===== config.mk =====
export PLATFORM = sky130hd
export DESIGN_NAME = layer_compositor
export DESIGN_NICKNAME = d
export VERILOG_FILES = /design/src/rtl/layer_compositor.sv
export SDC_FILE = /design/constraint.sdc
export NUM_CORES = 1
export LEC_CHECK = 0
export CORE_UTILIZATION = 49
export DETAILED_ROUTE_END_ITERATION = 12
export PLACE_DENSITY = 0.85
export SLEW_MARGIN = 10
export SYNTH_ARGS = -nofsm -noshare
export SYNTH_HDL_FRONTEND = slang
export SYNTH_SLANG_ARGS = --single-unit

===== constraint.sdc =====
create_clock -name clk -period 4 [get_ports clk]
set_input_delay 0.6 -clock clk [delete_from_list [all_inputs] [get_ports clk]]
set_output_delay 0.6 -clock clk [all_outputs]
set_load 0.05 [all_outputs]

===== src/rtl/layer_compositor.sv =====
// layer_compositor: two-stage priority layer select with frame-latched enables and state-change blanking.
// Optional focus-window darkening of selected layers is enabled by defining LAYER_COMPOSITOR_DARK_EN.
module layer_compositor #(
    parameter int NUM_LAYERS   = 6,
    parameter int ADDR_W       = 17,
    parameter int BLANK_FRAMES = 2,
    parameter int ID_W         = 3
`ifdef LAYER_COMPOSITOR_DARK_EN
    ,
    parameter logic [NUM_LAYERS-1:0] DARK_MASK = ~NUM_LAYERS'(1),
    parameter int                    DARK_R    = 48
`endif
) (
    input  logic                         clk,
    input  logic                         rst,
`ifdef LAYER_COMPOSITOR_DARK_EN
    input  logic                         dark,
    input  logic [9:0]                   focus_x,
    input  logic [9:0]                   focus_y,
`endif
    input  logic [9:0]                   h_cnt,
    input  logic [9:0]                   v_cnt,
    input  logic [3:0]                   state,
    input  logic [NUM_LAYERS-1:0]        layer_en,
    input  logic [NUM_LAYERS-1:0]        layer_hit,
    input  logic [NUM_LAYERS*ADDR_W-1:0] layer_addr,
    output logic [ADDR_W-1:0]            pixel_addr,
    output logic                         not_blank,
    output logic [ID_W-1:0]              layer_id,
    output logic                         blanking
);
    localparam int CW = BLANK_FRAMES > 0 ? $clog2(BLANK_FRAMES + 1) : 1;

    logic                         frame_start;
    logic [NUM_LAYERS-1:0]        mask_sel, keep, mask_q, hit1;
    logic [NUM_LAYERS*ADDR_W-1:0] addr1;
    logic [3:0]                   state_q;
    logic [CW-1:0]                blank_cnt;
    logic [ID_W-1:0]              win_id;
    logic [ADDR_W-1:0]            win_addr;
    logic                         win_hit, show;

    assign frame_start = h_cnt == 10'd0 && v_cnt == 10'd0;
    assign mask_sel    = frame_start ? layer_en : mask_q;

`ifdef LAYER_COMPOSITOR_DARK_EN
    logic [10:0] dx, dy, ax, ay;
    logic        far;
    assign dx   = {1'b0, h_cnt} - {1'b0, focus_x};
    assign dy   = {1'b0, v_cnt} - {1'b0, focus_y};
    assign ax   = dx[10] ? -dx : dx;
    assign ay   = dy[10] ? -dy : dy;
    assign far  = ax > 11'(DARK_R) || ay > 11'(DARK_R);
    assign keep = (dark && far) ? ~DARK_MASK : '1;
`else
    assign keep = '1;
`endif

    // Scan from lowest priority upward so the lowest-index hit overwrites last.
    always_comb begin
        win_id   = '0;
        win_addr = '0;
        win_hit  = 1'b0;
        for (int i = NUM_LAYERS - 1; i >= 0; i--) begin
            if (hit1[i]) begin
                win_id   = ID_W'(i);
                win_addr = addr1[i*ADDR_W +: ADDR_W];
                win_hit  = 1'b1;
            end
        end
    end

    assign show = win_hit && blank_cnt == '0;

    always_ff @(posedge clk or negedge rst) begin
        if (!rst) begin
            hit1       <= '0;
            addr1      <= '0;
            mask_q     <= '0;
            state_q    <= '0;
            blank_cnt  <= '0;
            pixel_addr <= '0;
            not_blank  <= 1'b0;
            layer_id   <= '0;
            blanking   <= 1'b0;
        end else begin
            hit1  <= layer_hit & mask_sel & keep;
            addr1 <= layer_addr;
            if (frame_start) begin
                mask_q  <= layer_en;
                state_q <= state;
                if (state != state_q && BLANK_FRAMES != 0)
                    blank_cnt <= CW'(BLANK_FRAMES);
                else if (blank_cnt != '0)
                    blank_cnt <= blank_cnt - 1'b1;
            end
            pixel_addr <= show ? win_addr : '0;
            not_blank  <= show;
            layer_id   <= win_id;
            blanking   <= blank_cnt != '0;
        end
    end
endmodule

==> results by group <==
CTS
  – CTS buffer count: 17
  – CTS Buffer Depth: 2
  – Cts hold-fix bufs: 0
  – CTS clk-pin slew, worst paths: 0.07 ns
  – CTS tree: done
  – H-tree depth: 4
  – Number of clock sinks: 142
  – Root buffer cell: clkbuf_8
  – Post-CTS setup buffer count: 0
  – PostCTS Resize Cnt: 0
  – Worst skew pair latency: 0.52 ns

Routing
  – Via count: 3427
  – Avg WL per Cell: 19.3 um
  – Final WL: 12.4 mm
  – ANT nets after route: 0
  – DRC: 0
  – Drt pass-1 iters: 4
  – Vias per inst: 5.36
  – DRT iter0 DRCs: 130

STA
  – Setup WS post-layout: 1.35 ns
  – Fmax: 377 MHz
  – Setup TNS: 0 ns
  – Endpoints failing setup: 0
  – Final period util: 66.3%
  – Clock Skews: 0.0101 ns
  – Slew Limit Headroom: 27.9%
  – Worst Max-Slew Pin Slew: 1.08 ns
  – Final min period: 2.65 ns
  – Max-slew violation count: 0
  – RSZ-0062 raised after global routing: false
  – Final Hold Fails: 0

GRT
  – Largest net degree at the start of global routing: 66
  – GRT Overall Usage: 25.5%
  – Vias in the first global route: 3599
  – Antenna violations before repair: 0
  – GRT overflow: 0
  – First-pass GRT wire length: 18.9 mm

Floorplan
  – DIE AREA: 0.0104 mm2
  – Std-Cell Rows: 36
  – Die height: 102 um
  – Die W: 102 um
  – Core area: 0.00973 mm2
  – I/O pins: 162
  – Initial core utilization: 50.3%

Worst setup path
  – Max stage delay on crit path: 0.94 ns
  – CP max-delay cell: and2b_1
  – Setup CP Type: reg2reg
  – Largest delay share family, worst path: simple AND/OR/NAND/NOR gates
  – Crit. End Element: flop
  – CP Buf/Inv Count: 0
  – Max FO, Critical Path: 20
  – Crit path cell chain: and2b_1, a221oi_1, a211o_1, a311oi_1
  – Startpoint types: flop
  – Worst Path Required: 4.40 ns
  – CP arrival: 3.05 ns

Placement
  – IO Port Bufs: 161
  – Routability cong.: 0.777
  – Pre-CTS WS: 1.43 ns
  – DPL Wire Length: 8.03 mm

Cells and area
  – Diode count: 0
  – NumNets Final: 634
  – Register area: 0.00355 mm2
  – Layout cells sized above 1: 11.9%
  – Area of the multi-input gates: 0.00113 mm2
  – Most frequent cells in the layout: clkdlybuf4s50_1 (160), dfrtp_1 (141), nand2_1 (26), inv_1 (21)
  – Area Overhead vs Synth: 47.1%
  – Most common cell after layout, fill and taps aside: clkdlybuf4s50_1
  – Fillcell total: 601

Logic synthesis
  – Synth cell types: 37
  – Seq/Total Area, Yosys: 72.6%
  – Synth warn: 0
  – Async set-or-reset flop fraction in the synthesized netlist: 100%
  – Avg Cell Area, Syn: 14.9 um2
  – Synthesis-stage register bit count: 142
  – Gate Count Post-Synth: 328
  – Synth Flop Type: dfrtp_1
  – Syn Nets: 469
  – EDFF count, synth: 0
  – Synthesized cell area: 0.00490 mm2

Flow run
  – Number of max-cap violations: 0

Power
  – Peak supply drop: 354 uV
  – PwrDens: 467 mW/mm2
  – Pleak: 3.06 nW

Status
  – Status: finished clean

Worst hold path
  – Hold crit path type: in2async
report_power, final:
part           internal [mW]  switching (mW)  leakage, nW
logic                  0.124          0.0560         1.02
registers               1.49          0.0184         1.74
clock network           1.04           0.642        0.309
through the flow:
step                power, mW  hold WS [ns]  area (um2)  instances  utilization [%]
finish                   3.37        0.0517        7200        639             74.0
global route             3.48        0.0827        7200        639             74.0
CTS                      3.39        0.0745        7200        639             74.0
detailed placement       1.71         0.503        6570        607             67.5
global placement         1.71         0.489        6570        607             67.5
floorplan                1.53         0.304        4900        328                -
area by class of cell:
class                           instances  area share, %
Multi-Input combinational cell        145           15.6
Clock inverter                         15           3.06
Timing Repair Buffer                  164           22.7
Clock buffer                           17           5.75
Inverter                               23           1.20
Sequential cell                       142           49.3
Tap cell                              133           2.31
layer usage:
| metal | global-route usage [%] | vias to the layer above | share of wire (%) |
|---|---|---|---|
| li1 | - | 1514 | - |
| met1 | 30.4 | 1727 | 39 |
| met2 | 43.3 | 162 | 52 |
| met3 | 7.73 | 24 | 6.8 |
| met4 | 10.3 | 0 | 2.5 |
| met5 | 0 | - | 0 |
worst reg2reg max path: cells and delay by family (launching register included):
kind,cells,cell delay (ns)
AOI/OAI and AO/OA,3,0.89
DFF,1,0.71
and+or+nand+nor,1,0.94
cell usage after synthesis, types with 6 or more instances:
cell      number  area (um2)
a21boi_1       6        45.0
nand3_1        7        35.0
inv_1         21        78.8
o22ai_1       17         106
a221oi_2       9         135
nand2_1       26        97.6
a211o_1       17         149
clkbuf_1       7        26.3
o21ai_0        6        30.0
a311oi_1       8        70.1
a311oi_2       9         135
nor4_1         6        37.5
dfrtp_1      142        3550
a221oi_1       8        70.1
logic make-up (layout without fill, tap and decap cells):
logic type,Yosys count,in the layout,share of synthesized area (%)
simple gates,51,51,4.86
xor+xnor,4,4,0.715
compound gates,84,84,16.0
buf+inv,41,219,4.42
fa+ha+maj,1,1,0.256
mux,5,5,1.12
flops,142,142,72.6
registers in the layout, summed over array words and instances, names as in the netlist:
name and flops:
addr1 102, blank_cnt 2, blanking 1, hit1 6
layer_id 3, mask_q 6, not_blank 1, pixel_addr 17
state_q 4
final timing paths:
| path | cells after the start | from | to | slack, ns |
|---|---|---|---|---|
| worst min-delay path | 1 | rst | addr1[75] | 0.05 |
| worst max register to register | 4 | hit1[4] | pixel_addr[0] | 1.35 |
| worst min register to register | 1 | blank_cnt[1] | blank_cnt[1] | 0.52 |
| min in group clk | 1 | layer_addr[21] | addr1[21] | 0.51 |
| worst max-delay path | 4 | hit1[4] | pixel_addr[0] | 1.35 |
| max in group asynchronous | 2 | rst | hit1[2] | 2.95 |
Power figures use the tool's default switching activity.
==> RTL edit, RTL diff (same settings) <==
Register the output `pixel_addr` once more, without a reset; this adds one clock of latency there. The other outputs are not delayed to match.
--- a/src/rtl/layer_compositor.sv
+++ b/src/rtl/layer_compositor.sv
@@ -31,4 +31,6 @@
 );
     localparam int CW = BLANK_FRAMES > 0 ? $clog2(BLANK_FRAMES + 1) : 1;
+
+    logic [ADDR_W-1:0] pixel_addr_s0;
 
     logic                         frame_start;
@@ -80,5 +82,5 @@
             state_q    <= '0;
             blank_cnt  <= '0;
-            pixel_addr <= '0;
+            pixel_addr_s0 <= '0;
             not_blank  <= 1'b0;
             layer_id   <= '0;
@@ -95,5 +97,5 @@
                     blank_cnt <= blank_cnt - 1'b1;
             end
-            pixel_addr <= show ? win_addr : '0;
+            pixel_addr_s0 <= show ? win_addr : '0;
             not_blank  <= show;
             layer_id   <= win_id;
@@ -101,3 +103,7 @@
         end
     end
+    always_ff @(posedge clk) begin
+        pixel_addr <= pixel_addr_s0;
+    end
+
 endmodule
Behaviour: not the same (a bounded check fails within 4 cycles, from zero or initial values and one cycle with rst low).
==> RTL edit against the original RTL <==
Cell area up 4.3%; highest routed layer unchanged; power up 2.6%; non-clock buffer count up 1; routed wire length up 4.2%; sequential cell count up 17; area after synthesis up 7.0%; largest power group is now sequential cells; setup slack better by 15 ps; sequential power up 11%.
==> RTL edit: results (changes against the original RTL) <==
met2 Usage GRT = 0.434 (was 0.433)
register area share after synthesis = 0.744 (was 0.726)
clk_skew = 11.1 ps (was 10.1 ps)
post-synth top area share = 0.679 (was 0.726)
nets@finish = 652 (was 634)
non-filler cells, final = 660 (was 639)
Routed WL per cell = 19.5 um (was 19.3 um)
Net Count, Synth = 486 (was 469)
HPWL after DPL = 8.50 mm (was 8.03 mm)
Placer Congestion = 0.798 (was 0.777)
largest net degree at the start of global routing = 89 (was 66)
Inst Count DP = 628 (was 607)
Peak VDD IR = 0.368 mV (was 0.354 mV)
drt via density = 5.36 (about the same)
metal2 WL = 6.75 mm (was 6.40 mm)
Post-Place Setup Slack = 1400 ps (was 1430 ps)
first-pass GRT wire length = 20.4 mm (was 18.9 mm)
Slew Limit Headroom = 0.244 (was 0.279)
arrival time worst endpoint = 3040 ps (was 3050 ps)
CP max FO = 20 (unchanged)
Mapped Avg Cell Area = 15.2 um2 (was 14.9 um2)
first-iteration detailed-routing DRC count = 167 (was 130)
number of global-route vias before repair = 3,878 (was 3,599)
ys async rst share = 0.893 (was 1.00)
Metal-1 WL = 4.96 mm (was 4.81 mm)
met3 Use GR = 0.0724 (was 0.0773)
most frequent cells after synthesis = dfrtp_1 (142), nand2_1 (26), inv_1 (21) (was dfrtp_1 (142), nand2_1 (26), inv_1 (21), a211o_1 (17), o22ai_1 (17))
GRT Util Overall = 0.254 (was 0.255)
Fillers = 617 (was 601)
wire length on met3 = 827 um (was 843 um)
Distinct cells, synth = 38 (was 37)
H-tree levels = 4 (unchanged)
M1 GR Usage = 0.306 (was 0.304)
placed cell areas = 6920 um2 (was 6570 um2)
R2R Path End = pixel_addr_s0[3]$_DFF_PN0_ (was pixel_addr[0]$_DFF_PN0_)
outcome = finished clean (unchanged)
Final period util = 0.659 (was 0.663)
Synth area leaders = dfrtp_1 (68%), dfxtp_1 (6.5%), a211o_1 (2.8%) (was dfrtp_1 (73%), a211o_1 (3.0%), a221oi_2 (2.8%))
-- RTL edit: cells by family (layout without fill, tap and decap cells) --
logic type | after synthesis | count (layout) | synth area share
muxes | 5 | 5 | 0.0105
AOI/OAI and AO/OA | 84 | 84 | 0.150
buffers and inverters | 41 | 220 | 0.0413
adders and majority gates | 1 | 1 | 0.00239
xor gates and xnor gates | 4 | 4 | 0.00669
and+or+nand+nor | 51 | 51 | 0.0454
DFF | 159 | 159 | 0.744
-- RTL edit: final cells by class --
cell class / count / area (um2) / area share
clock buffers: 19 / 442 / 0.0588
repair buffers: 165 / 1640 / 0.219
clock inverters: 13 / 151 / 0.0202
multi-input cells: 145 / 1130 / 0.150
flip-flops and latches: 159 / 3890 / 0.518
inverters: 23 / 86.3 / 0.0115
well taps: 136 / 170 / 0.0227
-- RTL edit: where the power goes --
part	switching, uW	total, uW	internal (uW)	leakage, uW
logic	55.8	179	124	0.00103
clock network	662	1600	934	0.000290
registers	18.6	1680	1660	0.00187
